### src/rtl/freq_meas_ctrl_pkg.sv
// Shared widths, response status codes and controller state encodings for the
// frequency-measure command path.
package freq_meas_ctrl_pkg;

  localparam int unsigned FREQ_CNT_NBIT  = 16;
  localparam int unsigned FREQ_TO_NBIT   = 8;
  localparam int unsigned FREQ_DATA_NBIT = 32;

  localparam logic [7:0] FREQ_ST_OK      = 8'h00;
  localparam logic [7:0] FREQ_ST_TIMEOUT = 8'h01;
  localparam logic [7:0] FREQ_ST_NOSIG   = 8'h02;
  localparam logic [7:0] FREQ_ST_BADCH   = 8'h03;

  localparam logic [2:0] StIdle  = 3'd0;
  localparam logic [2:0] StStart = 3'd1;
  localparam logic [2:0] StArm   = 3'd2;
  localparam logic [2:0] StWait  = 3'd3;
  localparam logic [2:0] StSend  = 3'd4;

  // One status byte followed by the frequency bytes.
  function automatic int unsigned resp_nbytes(input int unsigned data_nbit);
    return 1 + data_nbit / 8;
  endfunction

endpackage

### src/rtl/freq_resp_ser.sv
// Valid/ready byte serializer: status byte, then the frequency word MSB first,
// with tx_last flagging the final byte.
module freq_resp_ser
  import freq_meas_ctrl_pkg::*;
#(
  parameter int unsigned DATA_NBIT = FREQ_DATA_NBIT
) (
  input  logic                 clk,
  input  logic                 rst,
  input  logic                 load,
  input  logic [7:0]           status,
  input  logic [DATA_NBIT-1:0] freq,
  input  logic                 tx_ready,
  output logic                 tx_valid,
  output logic [7:0]           tx_data,
  output logic                 tx_last
);

  localparam int unsigned NB      = resp_nbytes(DATA_NBIT);
  localparam int unsigned IdxNbit = $clog2(NB);
  localparam logic [IdxNbit-1:0] LastIdx = IdxNbit'(NB - 1);

  logic [DATA_NBIT-1:0] shift_q, shift_d;
  logic [IdxNbit-1:0]   idx_q, idx_d;
  logic                 valid_q, valid_d;
  logic [7:0]           data_q, data_d;
  logic                 last_q, last_d;

  always_comb begin
    shift_d = shift_q;
    idx_d   = idx_q;
    valid_d = valid_q;
    data_d  = data_q;
    last_d  = last_q;
    if (load) begin
      shift_d = freq;
      idx_d   = '0;
      valid_d = 1'b1;
      data_d  = status;
      last_d  = 1'b0;
    end else if (valid_q && tx_ready) begin
      if (idx_q == LastIdx) begin
        valid_d = 1'b0;
        data_d  = '0;
        last_d  = 1'b0;
        idx_d   = '0;
      end else begin
        data_d  = shift_q[DATA_NBIT-1 -: 8];
        shift_d = shift_q << 8;
        idx_d   = idx_q + 1'b1;
        last_d  = ((idx_q + 1'b1) == LastIdx);
      end
    end
  end

  always_ff @(posedge clk) begin
    if (rst) begin
      shift_q <= '0;
      idx_q   <= '0;
      valid_q <= 1'b0;
      data_q  <= '0;
      last_q  <= 1'b0;
    end else begin
      shift_q <= shift_d;
      idx_q   <= idx_d;
      valid_q <= valid_d;
      data_q  <= data_d;
      last_q  <= last_d;
    end
  end

  assign tx_valid = valid_q;
  assign tx_data  = data_q;
  assign tx_last  = last_q;

endmodule

### src/rtl/freq_meas_ctrl.sv
// Command-side controller for the frequency-measure block: channel mux, start
// sequencing, no-signal watchdog and byte-stream response.
module freq_meas_ctrl
  import freq_meas_ctrl_pkg::*;
#(
  parameter int unsigned N_IO      = 8,
  parameter int unsigned SEL_NBIT  = 4,
  parameter int unsigned CNT_NBIT  = FREQ_CNT_NBIT,
  parameter int unsigned TO_NBIT   = FREQ_TO_NBIT,
  parameter int unsigned DATA_NBIT = FREQ_DATA_NBIT
) (
  input  logic                 clk,
  input  logic                 rst,
  input  logic                 cmd_valid,
  output logic                 cmd_ready,
  input  logic [SEL_NBIT-1:0]  cmd_ch,
  input  logic [CNT_NBIT-1:0]  cmd_cnt,
  input  logic [TO_NBIT-1:0]   cmd_timeout,
  input  logic [N_IO-1:0]      io_bus,
  output logic                 meas_start,
  output logic [CNT_NBIT-1:0]  meas_cnt,
  output logic [TO_NBIT-1:0]   meas_timeout,
  output logic                 meas_io,
  input  logic [DATA_NBIT-1:0] meas_freq,
  input  logic                 meas_done,
  output logic                 tx_valid,
  input  logic                 tx_ready,
  output logic [7:0]           tx_data,
  output logic                 tx_last
);

  logic [2:0]           state_q, state_d;
  logic [SEL_NBIT-1:0]  ch_q, ch_d;
  logic [CNT_NBIT-1:0]  cnt_q, cnt_d;
  logic [TO_NBIT-1:0]   timeout_q, timeout_d;
  logic                 start_q, start_d;
  logic                 io_q, io_sel;
  logic [DATA_NBIT-1:0] wdog_q, wdog_d;
  logic [7:0]           status_q, status_d;
  logic [DATA_NBIT-1:0] freq_q, freq_d;
  logic                 load_q, load_d;
  logic                 cmd_ch_ok;
  logic                 wdog_expired;
  logic                 tx_valid_int;
  logic                 tx_last_int;

  assign cmd_ch_ok    = (cmd_ch < SEL_NBIT'(N_IO));
  assign wdog_expired = (wdog_q[DATA_NBIT-1 -: TO_NBIT] > timeout_q) || (&wdog_q);

  // Out-of-range channels match no pin and select 0.
  always_comb begin
    io_sel = 1'b0;
    for (int i = 0; i < N_IO; i++) begin
      if (ch_q == SEL_NBIT'(i)) begin
        io_sel = io_bus[i];
      end
    end
  end

  always_comb begin
    state_d   = state_q;
    ch_d      = ch_q;
    cnt_d     = cnt_q;
    timeout_d = timeout_q;
    start_d   = 1'b0;
    wdog_d    = wdog_q;
    status_d  = status_q;
    freq_d    = freq_q;
    load_d    = 1'b0;
    unique case (state_q)
      StIdle: begin
        if (cmd_valid) begin
          ch_d      = cmd_ch;
          cnt_d     = cmd_cnt;
          timeout_d = cmd_timeout;
          if (cmd_ch_ok) begin
            start_d = 1'b1;
            state_d = StStart;
          end else begin
            status_d = FREQ_ST_BADCH;
            freq_d   = '0;
            load_d   = 1'b1;
            state_d  = StSend;
          end
        end
      end
      StStart: begin
        wdog_d  = '0;
        state_d = StArm;
      end
      // meas_done still reflects the previous run here.
      StArm: begin
        state_d = StWait;
      end
      StWait: begin
        if (!(&wdog_q)) begin
          wdog_d = wdog_q + 1'b1;
        end
        if (meas_done) begin
          freq_d   = meas_freq;
          status_d = (meas_freq[DATA_NBIT-1 -: TO_NBIT] > timeout_q) ? FREQ_ST_TIMEOUT
                                                                      : FREQ_ST_OK;
          load_d   = 1'b1;
          state_d  = StSend;
        end else if (wdog_expired) begin
          freq_d   = '0;
          status_d = FREQ_ST_NOSIG;
          load_d   = 1'b1;
          state_d  = StSend;
        end
      end
      StSend: begin
        if (tx_valid_int && tx_ready && tx_last_int) begin
          state_d = StIdle;
        end
      end
      default: begin
        state_d = StIdle;
      end
    endcase
  end

  always_ff @(posedge clk) begin
    if (rst) begin
      state_q   <= StIdle;
      ch_q      <= '0;
      cnt_q     <= '0;
      timeout_q <= '0;
      start_q   <= 1'b0;
      io_q      <= 1'b0;
      wdog_q    <= '0;
      status_q  <= '0;
      freq_q    <= '0;
      load_q    <= 1'b0;
    end else begin
      state_q   <= state_d;
      ch_q      <= ch_d;
      cnt_q     <= cnt_d;
      timeout_q <= timeout_d;
      start_q   <= start_d;
      io_q      <= io_sel;
      wdog_q    <= wdog_d;
      status_q  <= status_d;
      freq_q    <= freq_d;
      load_q    <= load_d;
    end
  end

  freq_resp_ser #(
    .DATA_NBIT (DATA_NBIT)
  ) u_ser (
    .clk      (clk),
    .rst      (rst),
    .load     (load_q),
    .status   (status_q),
    .freq     (freq_q),
    .tx_ready (tx_ready),
    .tx_valid (tx_valid_int),
    .tx_data  (tx_data),
    .tx_last  (tx_last_int)
  );

  assign cmd_ready    = (state_q == StIdle) && !rst;
  assign meas_start   = start_q;
  assign meas_cnt     = cnt_q;
  assign meas_timeout = timeout_q;
  assign meas_io      = io_q;
  assign tx_valid     = tx_valid_int;
  assign tx_last      = tx_last_int;

endmodule

### config.mk
export PLATFORM = sky130hd
export DESIGN_NAME = freq_meas_ctrl
export DESIGN_NICKNAME = d
export VERILOG_FILES = /design/src/rtl/freq_meas_ctrl_pkg.sv /design/src/rtl/freq_resp_ser.sv /design/src/rtl/freq_meas_ctrl.sv
export SDC_FILE = /design/constraint.sdc
export NUM_CORES = 1
export LEC_CHECK = 0
export ABC_AREA = 1
export ABC_CLOCK_PERIOD_IN_PS = 2500
export CORE_MARGIN = 1.5
export CORE_UTILIZATION = 46
export CTS_CLUSTER_DIAMETER = 100
export DETAILED_ROUTE_END_ITERATION = 12
export PLACE_DENSITY = 0.71
export SYNTH_ARGS = -nofsm -noshare
export SYNTH_HDL_FRONTEND = slang
export SYNTH_SLANG_ARGS = --single-unit
### constraint.sdc
create_clock -name clk -period 2.5 [get_ports clk]
set_clock_uncertainty 0.2 [all_clocks]
set_input_delay 0.25 -clock clk [delete_from_list [all_inputs] [get_ports clk]]
set_output_delay 0.25 -clock clk [all_outputs]
set_load 0.03 [all_outputs]
### After elaboration in Yosys (flattened, before gate mapping)

Cells that the tools add are included.

* register bits: 151
* bits of input ports: 73
* output and inout bits: 37
* logic and storage cells: 105

* add/subtract/negate cells: 2
* order comparisons: 3
* eq/ne operators: 19
* muxes and demuxes: 44
* bitwise gates (word level): 2
* reduce and logical (&&, ||, !) cells: 20

Operators by type and width (number)
* 2-to-1 mux 32 bit: 8
* case mux 32 bit (2 select lines): 2
* 2-to-1 mux 8 bit: 7
* adder 32 x 1 -> 32 bit (second input constant): 1
* AND reduction 32 bit: 1
* 2-to-1 mux 1 bit: 18
* 2-to-1 mux 3 bit: 6
* == test 4 x 3 -> 1 bit (second input constant): 4
* > comparator 8 bit: 2
* case mux 8 bit (2 select lines): 1
* case mux 3 bit (5 select lines): 1
* != test 2 bit (second input constant): 5
* == test 3 bit (second input constant): 3
* == test 4 x 2 -> 1 bit (second input constant): 2
* AND reduction 2 bit: 4
* nonzero test 2 bit: 4
* == test 3 x 2 -> 1 bit (second input constant): 2
* == test 4 x 1 -> 1 bit (second input constant): 1
* logical NOT 4 bit: 1
* < comparator 4 bit (second input constant): 1
* AND reduction 4 bit: 1
* adder 3 x 1 -> 3 bit (second input constant): 1
* == test 3 x 1 -> 1 bit (second input constant): 1
* logical AND 1 bit: 3
* 9 further kinds: 10

### Depth between registers and ports, before layout

Gate-level depths: netlist of the first run.

* depth after elaboration: 9
* mapped depth: 15
* mapped depth without buffers: 15

### Modules after synthesis

From an unflattened synthesis of the first run, not the netlist that was laid out.

* cell total of the unflattened synthesis: 1023
* area, all modules: 7061.8 sq um

Modules (own cells, without submodules)
* freq_meas_ctrl: times used 1, cells each 704, area an instance 4932.2 sq um, seq. area each 2001.9 sq um
* freq_resp_ser: times used 1, cells each 319, area an instance 2129.5 sq um, seq. area each 900.9 sq um

### Worst setup path after synthesis of the first run

OpenSTA, ideal clock, no wires.

* path type: reg2reg
* start: register timeout_q[7], in the netlist meas_timeout[7]
* end: register freq_q[3]
* setup time: 70 ps
* arrival: 1790 ps
* data required time: 2230 ps
* slack: 439 ps
* cell stages (with the launch flop): 12
* buffers on the path: 1
* clock period less this slack: 2061 ps
* cells stage by stage: dfxtp_1 -> inv_1 -> ha_1 -> a21o_1 -> nor2_1 -> nand2_1 -> nand2_1 -> nand2_1 -> nand2_2 -> buf_4 -> nand3_1 -> a21oi_1

* cells in the longest elaborated chain, start to end: 4

RTL lines
* from (decl): RTL line freq_meas_ctrl.sv:35 `logic [TO_NBIT-1:0] timeout_q, timeout_d;`
* from (signal assigned): RTL line freq_meas_ctrl.sv:139 `timeout_q <= timeout_d;`
* > comparator 8 bit: RTL line freq_meas_ctrl.sv:48 `assign wdog_expired = (wdog_q[DATA_NBIT-1 -: TO_NBIT] > timeout_q) || (&wdog_q);`
* logical OR 1 bit: RTL line freq_meas_ctrl.sv:48
* != test 3 bit (no line)
* AND reduction 4 bit (no line)
* to (signal assigned): RTL line freq_meas_ctrl.sv:144 `freq_q <= freq_d;`
* to (decl): RTL line freq_meas_ctrl.sv:40 `logic [DATA_NBIT-1:0] freq_q, freq_d;`

No other way between the ends.
A chain may end at the register's enable or synchronous reset.

### Final worst setup path of the first run

* start: register timeout_q[7], in the netlist meas_timeout[7]
* end: register freq_q[16]

The elaborated chain is that of the path after synthesis.

==> summary.md, run 1 <==
| Metric | Value |
|---|---|
| Num CTS Buffers | 17 |
| Adder-Cell Fraction of Synth Area | ~3.8% |
| Netlist Area Pre-Place | ~6600 sq um |
| Via/cell ratio | between 5 and 6 |
| Vias post-DR | approximately 6400 |
| Top post-synthesis cells by area | dfxtp_1 44%, nand2_1 14%, a21oi_1 8.9% |
| CP peak stage delay | around 0.34 ns |
| Area growth from synthesis to layout | 28.3% |
| Reg-to-Reg Start | meas_timeout[7] |
| Synth top area share | around 44% |
| WHS Path Cells | 5 |
| Final Wtd Congestion | 0.984 |
| Fin area | 8480 sq um |
| Post-synthesis xor/xnor area fraction | less than 1% |
| Crit start category | flip-flop |
| Most frequent cells in the layout | 238 x nand2_1, 145 x dfxtp_1, 117 x a21oi_1 |
| Pre-antenna DRT Iters | 5 |
| CP most frequent cell | nand2_1 |
| Non-Filler Instances | 1219 |
| Outcome | finished, final reports clean |
| Mean Syn Cell Area | between 7 and 8 sq um |
| Post-route setup slack | 0.324 ns |
| Number of port buffers | between 100 and 150 |
| CP max FO | 26 |
| FMAX | 459 MHz |
| Final Cycle Share | between 80% and 90% |
| HP Class | in -> reg |
| Placed Cells | 1187 |
| Slowest cell on crit path | dfxtp_1 |
| Cell depth of the worst setup path | 11 |
| Clk sink count | roughly 150 |
| DIE WIDTH | ~120 microns |
| DP HPWL | between 10000 and 15000 microns |
| Max-slew violations | 0 |
| # IOs | 110 |
| Initial antenna violation count | 0 |
| Most common cell after layout, fill and taps aside | nand2_1 |
| Hold path startpoint | rst |
| Leakage | around 3.1 nW |
| Area of the multi-input gates | between 3000 and 4000 sq um |
| Clock transition at the registers of the reported paths | 0.06 ns |
| CP cell instances | inv_1 -> ha_1 -> nand2_1 -> nor2_1 -> nand4_1 -> nand2_1 -> nand2_1 -> nand2_2 -> buf_12 -> nand3_1 -> a21oi_1 |
| Diode count | 0 |
| Power density cells | just over 700 nW/um^2 |
| Pre-CTS setup slack | roughly 0.34 ns |
| Number of synthesized register bits | 145 |
| Reg area | ~2900 sq um |
| Post-layout min period | roughly 2.2 ns |
| Busiest layer in global routing | met2 |
| TNS Setup | 0 ns |
| Worst Setup SP | meas_timeout[7] |
| Ys Warns | 0 |
| Clock root cell | clkbuf_16 |
| Yosys cell types | 36 |
| CTS tree | built |
| Die Y-Extent | between 100 and 150 microns |
| Global-route wire length before repair | 28200 microns |
| Final setup fails | 0 |
| Core box area | between 10000 and 15000 sq um |
| Crit. End Element | flip-flop |
| RSZ-0062 raised after global routing | false |
| GR Overflow Total | 0 |
| Synth Area in Simple Gates | between 30% and 40% |
| Bufs on Longest Clock Path | 2 |
| Crit Path Class | reg -> reg |
| Rows | 43 |
| Post-synth top area cell | dfxtp_1 |
| Slew HR | about 62% |
| Post-CTS setup buffers | 0 |
| Post-synthesis sequential area ratio | about 44% |
| WL final | around 17000 microns |
| Gate Count Post-Synth | between 900 and 1000 |
| DRC viols | 0 |
| Peak supply drop | 509 uV |
| Hold_buf cts | 0 |
| Grt met1 use | about a third |
| Routed Antenna Nets | 0 |
| Vias in the first global route | roughly 5800 |
| Hold Vio Cnt, Final | 0 |
| Final nets | between 1000 and 1500 |
| Clk Latency, worst-skew pair | between 0.4 and 0.5 ns |
| Largest family of logic cells by synthesized area | simple AND/OR/NAND/NOR gates |
| Post-synthesis net count | between 1000 and 1500 |
| Drt wl/cell | 14.3 microns |
| Worst reg2reg path depth | 11 |
| Met3 usage | roughly 6.6% |
| # fillers | roughly 1300 |
| DR iter-0 viols | around 440 |
| Crit path DAT | around 2.3 ns |
| CP top delay family | simple AND/OR/NAND/NOR gates |
| DP Area | around 7900 sq um |
| Starting density of the core | a little under half |
| Largest net degree at the start of global routing | between 50 and 60 |
| Layout cell share with drive strength beyond 1 | under 10% |
| Total GRT Usage | between 20% and 30% |
| Max-cap violation count | 0 |
| Req. time, crit path | about 2.7 ns |
| Grt met2 use | 37.5% |
| Worst-margin pin slew | between 0.5 and 0.6 ns |
| Critical path buffers and inverters | 2 |
| Mux cell area share after synthesis | 0% |
| Die Area | between 15000 and 20000 sq um |
| Compound-gate portion of the synthesized area | 15.0% |
| H-tree depth | 4 |
[tightest hold or removal path, delay by kind of cell]
| kind | cells | cell delay, ns |
|---|---|---|
| buf+inv | 2 | 0.29 |
| simple gates | 3 | 0.15 |
[registers in the layout (all words and copies together), names as in the netlist]
name / cells
u_ser.tx_valid: 1
status_q: 2
u_ser.idx_q: 3
freq_q: 32
load_q: 1
meas_cnt: 16
ch_q: 4
u_ser.tx_data: 8
wdog_q: 32
meas_start: 1
u_ser.shift_q: 32
meas_timeout: 8
state_q: 3
u_ser.tx_last: 1
meas_io: 1
[through the flow]
stage               utilization [%]  power [mW]  hold slack, ns
finish                         60.9        5.98           0.122
global route                   60.9        6.24           0.147
CTS                            60.9        6.01           0.109
detailed placement             56.6        3.47           0.213
global placement               56.6        3.46           0.225
floorplan                         -        3.10           0.129
[cells by family after synthesis]
family | count (synthesis)
simple gates | 468
compound gates | 180
flops | 145
buf+inv | 106
fa+ha+maj | 20
xor+xnor | 2
[layer usage]
| layer | vias up | share of wire [%] |
|---|---|---|
| met5 | - | 0 |
| met4 | 0 | 1.4 |
| met3 | 22 | 6.6 |
| met2 | 207 | 44 |
| met1 | 2889 | 48 |
| li1 | 3297 | - |
[area by class of cell]
type,instances,area share (%)
Clock buffer,18,5.18
Clock inverter,14,1.83
Inverter,61,2.71
Multi-Input combinational cell,670,38.5
Sequential cell,145,34.2
Tap cell,180,2.65
Timing Repair Buffer,131,14.9
[timing repair]
action	CTS	global route
endpoints found under the setup margin	0	1
endpoints found under the hold margin	0	0
gates resized for setup	0	1
[synthesized netlist by cell type, drive strengths merged]
cell and n:
a21o 5, a21oi 117, a2bb2oi 1, a31oi 3
and3 1, buf 16, clkbuf 29, clkinv 1
dfxtp 145, ha 20, inv 60, nand2 245
nand3 65, nand3b 1, nand4 12, nor2 94
nor3 45, nor3b 1, nor4 1, o21a 2
o21ai 33, o21bai 1, o221ai 17, o31ai 1
or2 3, xor2 2
[power by group]
group	total, mW	internal [mW]	switching (mW)
Clock	2.55	1.51	1.04
Combinational	0.925	0.372	0.553
Sequential	2.50	2.43	0.0707
[path summary, 6_finish.rpt]
path | slack (ns) | to
worst max register to register | 0.32 | freq_q[16]
worst min-delay path | 0.12 | wdog_q[20]
worst min register to register | 0.23 | meas_io
worst max-delay path | 0.32 | freq_q[16]
Power figures use the tool's default switching activity.
==> run 2, diff against run 1 <==
--- a/config.mk
+++ b/config.mk
@@ -8,10 +8,12 @@
 export ABC_AREA = 1
 export ABC_CLOCK_PERIOD_IN_PS = 2500
 export CORE_MARGIN = 1.5
-export CORE_UTILIZATION = 46
+export CORE_UTILIZATION = 40
+export CTS_BUF_LIST = sky130_fd_sc_hd__clkbuf_8
 export CTS_CLUSTER_DIAMETER = 100
 export DETAILED_ROUTE_END_ITERATION = 12
-export PLACE_DENSITY = 0.71
+export DONT_BUFFER_PORTS = 1
+export PLACE_DENSITY = 0.54
 export SYNTH_ARGS = -nofsm -noshare
 export SYNTH_HDL_FRONTEND = slang
 export SYNTH_SLANG_ARGS = --single-unit
==> summary.md, run 2 (same netlist as run 1, synthesis figures left out) <==
| Metric | Value |
|---|---|
| Max-cap violation count | 0 (unchanged) |
| Crit Path Class | reg -> reg |
| Pre-antenna DRT Iters | 6 (+1) |
| Leakage | 2.98 nW (-4.7%) |
| Max-slew violations | 0 (unchanged) |
| GR Overflow Total | 0 (unchanged) |
| Post-route core utilization | 50.4% (-11 points) |
| CTS tree | built |
| Final Wtd Congestion | 0.881 (-11%) |
| Non-Filler Instances | 1223 (+0.33%) |
| Grt met1 use | 28.4% (-3.6 points) |
| Diode count | 0 (unchanged) |
| H-tree depth | 4 (unchanged) |
| # fillers | 1671 (+27%) |
| Crit start category | flip-flop |
| CP max FO | 5 (-81%) |
| Core box area | 16000 sq um (+15%) |
| Slew HR | 62.6% (+0.15 points) |
| Top Registers | freq_q x32, u_ser.shift_q x32, wdog_q x32 |
| Busiest layer in global routing | met2 |
| Initial antenna violation count | 0 (unchanged) |
| Power density cells | 662 nW/um^2 (-6.1%) |
| DP Area | 6910 sq um (-12%) |
| Clock root cell | clkbuf_8 |
| Final setup fails | 0 (unchanged) |
| Grt met2 use | 35.3% (-2.2 points) |
| Die Area | 17300 sq um (+15%) |
| Total GRT Usage | 21.9% (-2.1 points) |
| Num CTS Buffers | 17 (unchanged) |
| Area of the multi-input gates | 3270 sq um (+0.15%) |
| Final Cycle Share | 92.7% (+5.7 points) |
| WL final | 18600 microns (+6.6%) |
| Most common cell after layout, fill and taps aside | nand2_1 |
| Largest net degree at the start of global routing | 92 (+80%) |
| Peak supply drop | 342 uV (-33%) |
| Placed Cells | 1120 (-5.6%) |
| Clk sink count | 145 (unchanged) |
| Global-route wire length before repair | 30500 microns (+7.9%) |
| Die Y-Extent | 132 microns (+7.1%) |
| Drt wl/cell | 15.2 microns (+6.2%) |
| Crit path DAT | 2.44 ns (+0.12 ns) |
| Fin area | 8060 sq um (-5.0%) |
| Most frequent cells in the layout | 238 x nand2_1, 145 x dfxtp_1, 117 x a21oi_1 |
| DRC viols | 0 (unchanged) |
| Vias post-DR | 6235 (-2.8%) |
| Clock transition at the registers of the reported paths | 0.08 ns (+0.02 ns) |
| HP Class | in -> reg |
| FMAX | 431 MHz (-6.1%) |
| Area growth from synthesis to layout | 21.9% |
| WHS | 0.106 ns (-0.0157 ns) |
| Rows | 46 (+7.0%) |
| Starting density of the core | 41.3% (-6.1 points) |
| Met3 usage | 5.59% (-1.0 points) |
| # IOs | 110 (unchanged) |
| Post-CTS setup buffers | 0 (unchanged) |
| Hold Vio Cnt, Final | 0 (unchanged) |
| Vias in the first global route | 6099 (+5.7%) |
| TNS Setup | 0 ns (unchanged) |
| Clk Latency, worst-skew pair | 0.45 ns (+0.03 ns) |
| DP HPWL | 12400 microns (+1.4%) |
| Layout cell share with drive strength beyond 1 | 8.44% (+0.84 points) |
| Outcome | finished, final reports clean |
| Bufs on Longest Clock Path | 2 (unchanged) |
| DIE WIDTH | 132 microns (+7.1%) |
| Routed Antenna Nets | 0 (unchanged) |
| Worst-margin pin slew | 0.560 ns (-0.000983 ns) |
| Crit. End Element | flip-flop |
| DR iter-0 viols | 500 (+14%) |
| Via/cell ratio | 5.10 (-3.1%) |
| Number of port buffers | 0 (-100%) |
| Reg area | 2900 sq um (unchanged) |
| Final nets | 1087 (-2.9%) |
| RSZ-0062 raised after global routing | false |
| Post-layout min period | 2.32 ns (+0.142 ns) |
| Req. time, crit path | 2.62 ns (-0.03 ns) |
-- run 2: layout make-up --
class | instances | area share [%]
inverter | 61 | 2.86
clock inverter | 13 | 1.99
clock buffer | 19 | 3.25
timing repair buffer | 99 | 12.0
multi-input combinational | 670 | 40.6
sequential | 145 | 36.0
tap | 216 | 3.35
-- run 2: path summary, 6_finish.rpt --
check / start / end / slack, ns / cells past startpoint
setup / recovery: ch_q[2] / meas_io / 0.18 / 7
hold / removal: meas_freq[25] / status_q[0] / 0.11 / 6
setup reg to reg: ch_q[2] / meas_io / 0.18 / 7
hold reg to reg: ch_q[3] / meas_io / 0.23 / 1
-- run 2: where the power goes --
group / internal [mW] / leakage [nW] / switching (mW)
sequential: 2.43 / 1.18 / 0.141
combinational: 0.297 / 1.59 / 0.491
clock: 1.04 / 0.218 / 0.935
-- run 2: stage by stage --
step | power (mW) | setup slack, ns
3_5_place_dp | 3.28 | 0.411
3_3_place_gp | 3.27 | 0.408
6_report | 5.33 | 0.182
2_1_floorplan | 3.10 | 0.439
5_1_grt | 5.59 | 0.0952
4_1_cts | 5.39 | 0.244
-- run 2: repair_timing --
item / CTS / global route
endpoints found under the hold margin: 130 / 0
hold buffers: 71 / 0
resized for setup: 0 / 0
-- run 2: metal layers --
layer | part of all wire (%) | up-vias
li1 | - | 3221
met1 | 48 | 2813
met2 | 45 | 177
met3 | 5.5 | 24
met4 | 2.0 | 0
met5 | 0 | -
-- run 2: worst max-delay path, cell delays in order, from the launching register on --
cell	delay, ns
dfxtp_1	0.39
inv_1	0.12
nand2_1	0.09
nand3_1	0.08
dlygate4sd3_1	0.57
a21oi_1	0.13
dlygate4sd3_1	0.57
nor4_1	0.04
==> run 3, diff against run 2 <==
--- a/config.mk
+++ b/config.mk
@@ -11,9 +11,9 @@
 export CORE_UTILIZATION = 40
 export CTS_BUF_LIST = sky130_fd_sc_hd__clkbuf_8
 export CTS_CLUSTER_DIAMETER = 100
+export CTS_CLUSTER_SIZE = 24
 export DETAILED_ROUTE_END_ITERATION = 12
 export DONT_BUFFER_PORTS = 1
-export PLACE_DENSITY = 0.54
 export SYNTH_ARGS = -nofsm -noshare
 export SYNTH_HDL_FRONTEND = slang
 export SYNTH_SLANG_ARGS = --single-unit
==> summary.md, run 3 (same netlist as run 1, synthesis figures left out) <==
| Metric | Value |
|---|---|
| Outcome | finished, final reports clean |
| H-tree depth | 4 (unchanged) |
| Post-route setup slack | 0.0664 ns (-0.115 ns) |
| Most frequent cells in the layout | 238 x nand2_1, 145 x dfxtp_1, 117 x a21oi_1 |
| Initial antenna violation count | 0 (unchanged) |
| Slowest cell on crit path | dlygate4sd3_1 |
| DRC viols | 0 (unchanged) |
| CP peak stage delay | 0.58 ns (about the same) |
| DIE WIDTH | 132 microns (unchanged) |
| CP most frequent cell | dlygate4sd3_1 |
| Post-layout min period | 2.43 ns (+0.115 ns) |
| # fillers | 1572 (-5.9%) |
| Starting density of the core | 41.3% (unchanged) |
| Peak supply drop | 391 uV (+14%) |
| Crit Path Class | reg -> reg |
| Diode count | 0 (unchanged) |
| Largest net degree at the start of global routing | 91 (-1.1%) |
| # IOs | 110 (unchanged) |
| Max-slew violations | 0 (unchanged) |
| Global-route wire length before repair | 29900 microns (-1.7%) |
| WL final | 18400 microns (-0.84%) |
| Int Pwr | 3.72 mW (-1.3%) |
| Top Registers | freq_q x32, u_ser.shift_q x32, wdog_q x32 |
| Die Area | 17300 sq um (unchanged) |
| FMAX | 411 MHz (-4.7%) |
| Crit start category | flip-flop |
| Clk sink count | 145 (unchanged) |
| Number of port buffers | 0 (unchanged) |
| Power density cells | 658 nW/um^2 (-0.64%) |
| Vias in the first global route | 5972 (-2.1%) |
| GR Overflow Total | 0 (unchanged) |
| Crit path DAT | 2.59 ns (+0.15 ns) |
| Clk Latency, worst-skew pair | 0.45 ns (about the same) |
| Total GRT Usage | 21.5% (-0.36 points) |
| Clock share of power | 36.8% (-0.3 points) |
| Final setup fails | 0 (unchanged) |
| WHS Path Cells | 2 (-4) |
| Crit. End Element | flip-flop |
| Final Cycle Share | 97.3% (+4.6 points) |
| Final Wtd Congestion | 0.905 (+2.8%) |
| Req. time, crit path | 2.65 ns (+0.03 ns) |
| Rows | 46 (unchanged) |
| Layout cell share with drive strength beyond 1 | 8.34% (-0.099 points) |
| Vias post-DR | 6302 (+1.1%) |
| Combinational power share | 14.7% (about the same) |
| Post-route core utilization | 50.3% (-0.070 points) |
| Num CTS Buffers | 17 (unchanged) |
| Drt wl/cell | 15.1 microns (-0.84%) |
| Pre-antenna DRT Iters | 5 (-1) |
| Switching power | 1.57 mW (+0.50%) |
| DR iter-0 viols | 444 (-11%) |
| Switching portion of total power | 29.7% (+0.38 points) |
| Core box area | 16000 sq um (unchanged) |
| Routed Antenna Nets | 0 (unchanged) |
| DP HPWL | 11900 microns (-3.8%) |
| RSZ-0062 raised after global routing | false |
| CP max FO | 5 (unchanged) |
| Final nets | 1087 (unchanged) |
| CTS tree | built |
| HP Class | in -> reg |
| Pre-CTS setup slack | 0.333 ns (-0.0781 ns) |
| CP cell instances | inv_1 -> nand2_1 -> nand3_1 -> dlygate4sd3_1 -> a21oi_1 -> dlygate4sd3_1 -> nor4_1 |
| Bufs on Longest Clock Path | 2 (unchanged) |
| Via/cell ratio | 5.15 (+1.1%) |
| Leakage | 2.97 nW (-0.42%) |
| Reg power frac | 48.5% (+0.3 points) |
| TNS Setup | 0 ns (unchanged) |
| Worst reg2reg path depth | 7 (unchanged) |
| Clock transition at the registers of the reported paths | 0.08 ns (about the same) |
| Die Y-Extent | 132 microns (unchanged) |
| Hold Vio Cnt, Final | 0 (unchanged) |
| Clock root cell | clkbuf_8 |
| Area growth from synthesis to layout | 21.7% |
| Slew HR | 52.6% (-10 points) |
| Max-cap violation count | 0 (unchanged) |
| Worst-margin pin slew | 0.708 ns (+0.148 ns) |
| Cts repair resizes | 0 (unchanged) |
| Most common cell after layout, fill and taps aside | nand2_1 |
## run 3: cell count changes in the layout (fill, tap and decap cells not counted)
cell        before  now
clkbuf_8        19   17
clkinv_4         3    1
clkinvlp_4       1    3
inv_6            2    4
clkinv_2         4    3
inv_8            0    1
nand3_1         64   65
nand3_2          1    0
## run 3: critical path, delay by kind of cell (launching register included)
family / cells / cell delay [ns]
AOI/OAI and AO/OA: 1 / 0.07
buffers and inverters: 3 / 1.30
and+or+nand+nor: 3 / 0.41
DFF: 1 / 0.36
## run 3: what timing repair did
item / 4_1_cts / 5_1_grt
setup buffers: 0 / 0
hold endpoints to repair: 115 / 0
hold buffers: 71 / 0
## run 3: through the flow
stage	hold WS, ns	area, sq um	instances	power [mW]
2_1_floorplan	0.129	6610	921	3.10
3_3_place_gp	0.126	6900	1120	3.25
3_5_place_dp	0.128	6900	1120	3.25
4_1_cts	0.0362	8050	1223	5.34
5_1_grt	0.0653	8050	1223	5.53
6_report	0.0703	8050	1223	5.29
## run 3: final timing paths
check	startpoint	to	slack (ns)
max reg2reg	ch_q[2]	meas_io	0.07
max	ch_q[2]	meas_io	0.07
min	cmd_ch[3]	ch_q[3]	0.07
min reg2reg	ch_q[3]	meas_io	0.25
## run 3: power groups by stage
| stage | Combinational (mW) | Clock, mW | Sequential (mW) |
|---|---|---|---|
| detailed placement | 0.633 | 0 | 2.62 |
| global route | 0.860 | 2.09 | 2.58 |
| global placement | 0.629 | 0 | 2.62 |
| floorplan | 0.460 | 0 | 2.64 |
| finish | 0.777 | 1.95 | 2.57 |
| CTS | 0.765 | 2.00 | 2.57 |
## run 3: final cells by class
class | count | area [sq um] | share of cell area (%)
flip-flops and latches | 145 | 2900 | 36.1
multi-input cells | 670 | 3260 | 40.6
inverters | 61 | 230 | 2.86
repair buffers | 99 | 963 | 12.0
clock buffers | 17 | 234 | 2.91
well taps | 216 | 270 | 3.36
clock inverters | 15 | 181 | 2.25
## run 3: per-layer routing
layer	up-vias	part of all wire [%]	GRT usage, %
li1	3221	-	-
met1	2857	47	28.7
met2	207	45	34.3
met3	17	6.5	5.09
met4	0	1.4	6.79
met5	-	0	0
==> edit (flow settings as in run 3) <==
Put one more register stage on the output `meas_cnt`, with the module's reset. The value now appears one clock later. The other outputs are not delayed to match.
--- a/src/rtl/freq_meas_ctrl.sv
+++ b/src/rtl/freq_meas_ctrl.sv
@@ -162,7 +162,13 @@
 
   assign cmd_ready    = (state_q == StIdle) && !rst;
   assign meas_start   = start_q;
-  assign meas_cnt     = cnt_q;
+  always_ff @(posedge clk) begin
+    if (rst) begin
+      meas_cnt <= '0;
+    end else begin
+      meas_cnt <= cnt_q;
+    end
+  end
   assign meas_timeout = timeout_q;
   assign meas_io      = io_q;
   assign tx_valid     = tx_valid_int;
Formal check against the unedited RTL: not equivalent (Yosys sat finds a counterexample within 4 cycles, from zero or initial values and one cycle with rst high).
==> edit against run 3 <==
- critical path depth did not move
- power rose by 4.7%
- cell area increased by 4.6%
- synthesized cell count grew 2.8%
- highest routed layer unchanged
- routed wire length is 0.42% lower
- worst setup slack better by 0.079 ns
- synthesized area up 6.2%
- clock power down 2%
- hold slack got worse by 0.035 ns
- combinational power grew 2%
- sequential cell count grew 16
==> edit: results (changes against run 3) <==
- Status: completed
- Net Count, Synth: 1040 (+2.6%)
- Slowest Stage Delay on Critical Path: 0.57 ns
- Sequential-to-total area share from yosys stat: 45.9% (+2.0 points)
- GPL Wtd Cong: 0.868 (-4.1%)
- Net switching power: 1.63 mW (+3.7%)
- Hold_sp: rst
- Final instance area: 8420 µm² (+4.6%)
- Hold Crit Depth: 3 (+1)
- Synth cell count leaders: nand2_1 (199), dfxtp_1 (161), a21oi_1 (115)
- Pre-CTS WS: 0.318 ns (-0.0158 ns)
- HPWL Detailed: 12.2 mm (+2.2%)
- Worst Hold Path EP: wdog_q[6]$_SDFFE_PP0P_
- Drt initial violations: 472 (+6.3%)
- Mapped Area: 7020 µm² (+6.2%)
- Sequential standard cell area: 3220 µm² (+11%)
- Inst Count DP: 1150 (+2.7%)
- Port buffer count: 0 (unchanged)
- Fin Hold WS: 0.0349 ns (-0.0354 ns)
- WL final: 18.4 mm (-0.42%)
- Largest cells by area after synthesis: dfxtp_1 (46%), nand2_1 (11%), a21oi_1 (8.2%)
- Final Net Count: 1108 (+1.9%)
- Largest regs: freq_q (32), u_ser.shift_q (32), wdog_q (32)
- Inverters: 92 (+51%)
- Clk Tree Root Cell: clkbuf_8
- Reported sequential group power: 2.84 mW (+11%)
- Synth top area share: 45.9% (+2.0 points)
- Logic gate share of total power: 14.3% (-0.4 points)
- Post-synthesis async set-or-reset flop share: 0% (unchanged)
- Total track usage: 20.1% (-1.4 points)
- Layout clock area frac: 4.68% (-0.48 points)
- Worst path slowest cell: dlygate4sd3_1
- Multi-input gate share of the layout cell area: 38.6% (-2.0 points)
- Layout cell share with drive strength beyond 1: 8.66% (+0.32 points)
- Syn Area/Cell: 7.41 µm² (+3.3%)
- First-pass GRT wire length: 28.9 mm (-3.5%)
- WL met3: 871 µm (-28%)
- Critical Path AT: 2.51 ns (-0.08 ns)
- Fill count: 1707 (+8.6%)
- Synth unique cells: 39 (+8.3%)
- Signal buf overhead: 11.0% (-0.98 points)
- #MultiIn Comb: 649 (-3.1%)
- Cell Area, Placed: 7300 µm² (+5.7%)
- Rel. slew slack: 24.8% (-28 points)
- Pleak: 3.06 nW (+3.1%)
- Met1 WL: 8.58 mm (-0.45%)
- Met2 WL post-DR: 8.64 mm (+3.2%)
- Drt wl/cell: 14.7 µm (-2.8%)
- Clock share of power: 34.5% (-2.3 points)
- Bufs w/o clock: 94 (-5.1%)
- Routed vias: 6358 (+0.89%)
- Vias in the first global route: 5783 (-3.2%)
==> edit: cell count changes in the layout (fill, tap and decap cells not counted), sizes merged, moves of 6 or more <==
cell / run 3 / this run
nand2: 245 / 209
dfxtp: 145 / 161
o221ai: 17 / 9
inv: 66 / 96
nor2: 94 / 115
a221oi: 0 / 8
o21ai: 33 / 58
nor3: 45 / 12
nand3: 65 / 59
a211oi: 0 / 7
==> edit: worst max path at each step <==
stage,cells after the start,from,endpoint,slack (ns)
after floorplan,11,meas_timeout[7]$_SDFFE_PP0P_,freq_q[23]$_SDFFE_PP0P_,0.43
after global placement,12,wdog_q[29]$_SDFFE_PP0P_,state_q[2]$_SDFFE_PP0P_,0.32
after detailed placement,12,wdog_q[29]$_SDFFE_PP0P_,state_q[2]$_SDFFE_PP0P_,0.32
after CTS,7,ch_q[2]$_SDFFE_PP0P_,meas_io$_SDFF_PP0_,0.24
after global routing,7,ch_q[2]$_SDFFE_PP0P_,meas_io$_SDFF_PP0_,0.006
final,7,ch_q[2]$_SDFFE_PP0P_,meas_io$_SDFF_PP0_,0.15
==> edit: logic make-up (layout without fill, tap and decap cells) <==
| logic type | count (synthesis) | count (layout) | share of synthesized area (%) |
|---|---|---|---|
| buffers and inverters | 137 | 218 | 7.90 |
| flip-flops | 161 | 161 | 45.9 |
| XOR/XNOR | 2 | 2 | 0.250 |
| AO/OA/AOI/OAI | 215 | 215 | 17.3 |
| AND/OR/NAND/NOR | 412 | 412 | 25.1 |
| adder cells (fa/ha/maj) | 20 | 20 | 3.56 |
==> edit: metal layers <==
layer,vias up,track usage [%]
met3,19,4.49
met4,0,6.99
met2,138,32.5
met5,-,0
met1,2948,26.3
li1,3253,-
==> edit: repair_timing <==
action                    in CTS  in global routing
resized for setup              0                  0
hold endpoints to repair     118                  0
hold buffers                  71                  0
